===== src/rtl/gecko_mem_tracker.sv =====
// In-order tracker for outstanding gecko memory operations; joins each head op with its response.
// Optional head-age timeout monitor enabled by defining GECKO_MEM_TRACKER_TIMEOUT_EN.
module gecko_mem_tracker #(
  parameter int OP_WIDTH       = 64,
  parameter int DATA_WIDTH     = 32,
  parameter int DEPTH          = 4,
  parameter int TIMEOUT_CYCLES = 1024
) (
  input  logic                         clk,
  input  logic                         rst,
  input  logic                         cmd_valid,
  output logic                         cmd_ready,
  input  logic [OP_WIDTH-1:0]          cmd_payload,
  output logic                         req_valid,
  input  logic                         req_ready,
  input  logic                         resp_valid,
  output logic                         resp_ready,
  input  logic [DATA_WIDTH-1:0]        resp_data,
  output logic                         result_valid,
  input  logic                         result_ready,
  output logic [OP_WIDTH-1:0]          result_op,
  output logic [DATA_WIDTH-1:0]        result_data,
  output logic [$clog2(DEPTH+1)-1:0]   outstanding,
  output logic                         full,
  output logic                         empty,
  output logic                         orphan_flag,
  output logic                         timeout_flag
);

  localparam int PTR_W = $clog2(DEPTH);
  localparam int CNT_W = $clog2(DEPTH+1);

  logic [OP_WIDTH-1:0] mem_r [DEPTH];
  logic [PTR_W-1:0]    wr_ptr_r;
  logic [PTR_W-1:0]    rd_ptr_r;
  logic [CNT_W-1:0]    count_r;
  logic                orphan_r;
  logic                full_s;
  logic                empty_s;
  logic                push_s;
  logic                pop_s;

  // full comes straight from the count register, so cmd_ready never depends on result_ready
  assign full_s  = (count_r == CNT_W'(DEPTH));
  assign empty_s = (count_r == CNT_W'(0));
  assign push_s  = cmd_valid & req_ready & ~full_s;
  assign pop_s   = ~empty_s & resp_valid & result_ready;

  assign req_valid    = cmd_valid & ~full_s;
  assign cmd_ready    = req_ready & ~full_s;
  assign result_valid = ~empty_s & resp_valid;
  assign resp_ready   = empty_s | result_ready;
  assign result_op    = mem_r[rd_ptr_r];
  assign result_data  = resp_data;
  assign outstanding  = count_r;
  assign full         = full_s;
  assign empty        = empty_s;
  assign orphan_flag  = orphan_r;

  // payload storage, written at the write pointer on push
  always_ff @(posedge clk) begin
    if (push_s) begin
      mem_r[wr_ptr_r] <= cmd_payload;
    end
  end

  // pointers, occupancy and sticky orphan flag
  always_ff @(posedge clk) begin
    if (rst) begin
      wr_ptr_r <= PTR_W'(0);
      rd_ptr_r <= PTR_W'(0);
      count_r  <= CNT_W'(0);
      orphan_r <= 1'b0;
    end else begin
      if (push_s) begin
        wr_ptr_r <= wr_ptr_r + PTR_W'(1);
      end
      if (pop_s) begin
        rd_ptr_r <= rd_ptr_r + PTR_W'(1);
      end
      case ({push_s, pop_s})
        2'b10:   count_r <= count_r + CNT_W'(1);
        2'b01:   count_r <= count_r - CNT_W'(1);
        default: count_r <= count_r;
      endcase
      // a response with nothing outstanding is dropped and remembered
      orphan_r <= orphan_r | (empty_s & resp_valid);
    end
  end

`ifdef GECKO_MEM_TRACKER_TIMEOUT_EN
  localparam int AGE_W = $clog2(TIMEOUT_CYCLES+1);

  logic [AGE_W-1:0] age_r;
  logic [AGE_W-1:0] age_next_s;
  logic             timeout_r;

  // saturating age of the head entry
  always_comb begin
    age_next_s = age_r;
    if (empty_s || pop_s) begin
      age_next_s = AGE_W'(0);
    end else if (age_r != AGE_W'(TIMEOUT_CYCLES)) begin
      age_next_s = age_r + AGE_W'(1);
    end else begin
      age_next_s = age_r;
    end
  end

  // age register and sticky timeout flag
  always_ff @(posedge clk) begin
    if (rst) begin
      age_r     <= AGE_W'(0);
      timeout_r <= 1'b0;
    end else begin
      age_r     <= age_next_s;
      timeout_r <= timeout_r | (age_next_s == AGE_W'(TIMEOUT_CYCLES));
    end
  end

  assign timeout_flag = timeout_r;
`else
  logic unused_timeout_s;
  assign unused_timeout_s = (TIMEOUT_CYCLES > 0);
  assign timeout_flag     = 1'b0;
`endif

endmodule


===== config.mk =====
export PLATFORM = sky130hd
export DESIGN_NAME = gecko_mem_tracker
export DESIGN_NICKNAME = d
export VERILOG_FILES = /design/src/rtl/gecko_mem_tracker.sv
export SDC_FILE = /design/constraint.sdc
export NUM_CORES = 1
export LEC_CHECK = 0
export ABC_AREA = 1
export BUFFER_PORTS_ARGS = -buffer_cell sky130_fd_sc_hd__buf_2
export CAP_MARGIN = 40
export CORE_MARGIN = 2
export CORE_UTILIZATION = 45
export CTS_CLUSTER_DIAMETER = 50
export CTS_CLUSTER_SIZE = 25
export DETAILED_ROUTE_END_ITERATION = 6
export PLACE_DENSITY_LB_ADDON = 0.2
export SETUP_SLACK_MARGIN = 0.15
export SLEW_MARGIN = 30
export SYNTH_ARGS = -nofsm -noshare
export SYNTH_HDL_FRONTEND = slang
export SYNTH_SLANG_ARGS = --single-unit

===== constraint.sdc =====
create_clock -name clk -period 9.6 [get_ports clk]
set_input_delay 1.44 -clock clk [delete_from_list [all_inputs] [get_ports clk]]
set_output_delay 1.44 -clock clk [all_outputs]
set_load 0.005 [all_outputs]

# Word-level counts from Yosys, hierarchy flattened
# Memories as Yosys holds them, arrays and structs flattened. A register that Yosys moved wholly into a read port is not among the register bits.
# Cells that the tools add are included.
# totals
mem_count	1
in_bits	102
output_inout_bits	107
elab_cells	30
reg_bits	8
mem_bits_rw	256
# memory_table
memory	words	word_bits	read_ports	rd_clocked_by_memory_dff	wr	line	text
mem_r	4	64	1	1	1	33	logic [OP_WIDTH-1:0] mem_r [DEPTH];
# classes
n_reduce_logical	2
n_mux	5
eq_ne	3
bitwise_logic	11
addsub	4
# op_table
cell	count
bitwise AND 1 bit	7
case mux 3 bit (2 select lines)	1
adder 2 x 1 -> 2 bit, second input constant	2
2-to-1 mux 2 bit	2
adder 3 x 1 -> 3 bit, second input constant	1
== test 3 bit, second input constant	1
logical NOT 3 bit	1
subtractor 3 x 1 -> 3 bit, second input constant	1
== test 2 x 1 -> 1 bit, second input constant	1
== test 2 bit, second input constant	1
2-to-1 mux 1 bit	2
NOT 1 bit	2
bitwise OR 1 bit	2
nonzero test 2 bit	1

# Depth between registers and ports, before layout
# logic_depth
ltp_word	6
mapped_depth	13

# Worst setup path before layout
# OpenSTA, ideal clock, no wires.
# synth_path
path_kind	in2reg
start	input port req_ready
end	memory mem_r[0][0], enable pin
setup_ns	0.487
t_arrival_ns	4.386
slack_ns	4.728
path_stages	4
path_buffers	0
path_cell_list	nand2_1 inv_1 nand2_1 nor2_1
# synth_between
elab_chain_len	4
# synth_lines
item	line	text
start, declared	15	input logic req_ready,
bitwise AND 1 bit (2 in a row)	46	assign push_s = cmd_valid & req_ready & ~full_s;
2-to-1 mux 1 bit	62	if (push_s) begin
2-to-1 mux 1 bit (implied by the code)	63	mem_r[wr_ptr_r] <= cmd_payload;
end, declared	33	
# Every way passes these cells.

==> results.cfg <==
[floorplan]
die-area_um2 = 24100
ios = 209
die_w_um = 155
die_h_um = 155
rows = 55
start_util_pct = 45.6
core_area_um2 = 22600

[clocking]
cts_root_buffer = clkbuf_16
cts_tree = built
clk_latency_ps = 530
htree_levels = 1
numCtsBuffers = 26
post-cts-setup-buffers = 0
cts_hold_buffers = 0
clk_pin_slew_worst_paths_ps = 60
cts_buffer_depth = 3
clock-sinks = 266
cts_resized = 0

[sta]
finalSetupViolations = 0
fin_ws_ps = 5440
finalHoldViolations = 0
drv_slew = 0
fmax_mhz = 240
maxSlewHeadroom_pct = 47.7
fin_crit_sh_pct = 43.3
tns_ps = 0
period_needed_ps = 4160
skew_ps = 14.3
worst_slew_pin_slew_ps = 784
grt_setup_unrepaired = false

[setup_path]
path_buf_inv = 4
crit_path_cell_trace = buf_4, inv_2, buf_4, o21ai_1, o22ai_1, buf_2
cp.depth = 6
critPathMaxStageDelay_ps = 650
critPathLaunchType = flip-flop
r2r_cells = 12
worstPathMaxFanout = 65
cp_top_family = buffers and inverters
cp.required_ps = 8160
cpMostUsedCell = buf_4
crit_arrival_ps = 2720
crit_path_end_kind = primary output
critical_path_class = flip-flop to primary output
crit_slowest_cell = inv_2

[finish]
post-route-util_pct = 53.0
final_cell_area_um2 = 12000
area_delta_synth_final_pct = 16.2
final.fill_count = 1903
n_antenna_cell = 0
seq_area_um2 = 7890
multi_input_area_um2 = 1820
nNetsFinal = 954
drive_gt1_share_pct = 24.2

[power]
p_leak_nw = 4.28
irDropWorstVdd_mv = 0.144
power.density_nw_per_um2 = 213

[global_routing]
grt_overflow_total = 0
grt_max_degree = 109
grt_pass1_wl_um = 32800
antenna_found_initial = 3
grtUsageTotal_pct = 17.4
grt_pass1_vias = 5870

[routing]
wl_um = 21400
vias_per_cell = 5.27
firstDrtPassIters = 5
wl_per_cell_um = 18.6
vias = 6063
drc_errors = 0
drtIter0Drc = 494
detail-route-antenna-nets = 0

[hold_path]
min-delay-path-class = flip-flop to flip-flop
hold_depth = 2

[synthesis]
yosys-top-cells-count = 256 x edfxtp_1, 138 x nor2_1, 74 x o21ai_0
synthArstFlopShare_pct = 0
synth_edf_count = 256
synth-seq-cells = 266
yosysUniqueCellTypes = 22
synth_nets = 844
yosys_warnings = 0
yosysSeqAreaShare_pct = 76.6
synth_top_area_cell = edfxtp_1
synthCells = 736
synthFlopType = edfxtp_1
synthTopCellsByArea = edfxtp_1 75%, nor2_1 5.0%, o22ai_1 3.9%
yosys.area.top_type_share_pct = 74.6
synth_area_per_cell_um2 = 14.0
syn_area_um2 = 10300
yosysMostFrequentCell = edfxtp_1

[placed_design]
gp_congestion = 0.726
placed_area_um2 = 11100
preCtsSetupSlack_ps = 5890
hpwl_um = 12200
port_buffers = 143

[status]
status = finished clean

[job]
maxCapViolations = 0
worst min-delay path: cells and delay by family, from the launching register on:
kind / cells / cell delay, ps
AOI/OAI and AO/OA: 1 / 50
buffers and inverters: 1 / 40
DFF: 1 / 310
layer usage:
layer	part of all wire (%)	up-vias	track usage, %	wire [um]
met5	0.21	-	0	44
met4	1.5	6	3.28	311
li1	-	2905	-	-
met2	45	207	27.4	9590
met1	46	2912	25.3	9890
met3	7.1	33	4.09	1520
registers in the layout (all words and copies together), names as in the netlist, named ones only:
signal       flops
mem_r          256
outstanding      3
rd_ptr_r         2
wr_ptr_r         2
orphan_flag      1
per-stage QoR:
step	power [W]	instances	hold WS, ps
final	0.00255	1151	451
after global placement	0.00152	1098	441
after CTS	0.00258	1151	454
after global routing	0.00265	1151	489
after floorplan	0.00145	736	441
after detailed placement	0.00153	1103	440
cell usage in the layout, fill, tap and decap left out:
cell        count
inv_8           2
nor2_1        134
o21ai_0        74
ha_1            5
edfxtp_1      256
buf_2         143
clkbuf_1        2
dfxtp_4         1
nor2_4          4
nand2_1        16
clkbuf_16      27
inv_1          25
nand4_1         1
o22ai_1        64
buf_6           1
buf_12          3
inv_2           1
dfxtp_2         1
o21ai_1        56
conb_1          1
inv_4           1
fa_1            1
a21oi_1         7
or2_2           1
clkinv_2        1
inv_6           4
clkinv_1        1
clkinv_4        6
dfxtp_1         8
clkinvlp_4      2
bufinv_16       3
buf_4           7
buf_16          2
nand3_1         5
worst paths after layout:
path | start | to | slack (ps)
min | orphan_flag | orphan_flag | 450
max reg2reg | outstanding[1] | outstanding[2] | 7430
min reg2reg | orphan_flag | orphan_flag | 450
max | flip-flop | result_op[3] | 5440
kinds of logic (layout without fill, tap and decap cells):
kind of cell	count (synthesis)	in the layout	synth area share, %
AO/OA/AOI/OAI	201	201	10.5
other	1	1	0.0364
adder cells (fa/ha/maj)	6	6	0.801
buffers and inverters	101	231	6.10
flip-flops	266	266	76.6
AND/OR/NAND/NOR	161	161	5.97
where the power goes:
part	total [W]	internal (W)	switching [W]
clock network	0.00105	0.000609	0.000444
logic	0.000189	0.0000696	0.000119
registers	0.00131	0.00130	0.00000968
layout make-up:
| type | instances | area share, % |
|---|---|---|
| clock inverters | 19 | 1.87 |
| clock buffers | 29 | 5.71 |
| well taps | 285 | 2.98 |
| flip-flops and latches | 266 | 65.9 |
| repair buffers | 156 | 7.47 |
| inverters | 27 | 0.867 |
| multi-input cells | 369 | 15.2 |
(Power assumes the default switching activity.)
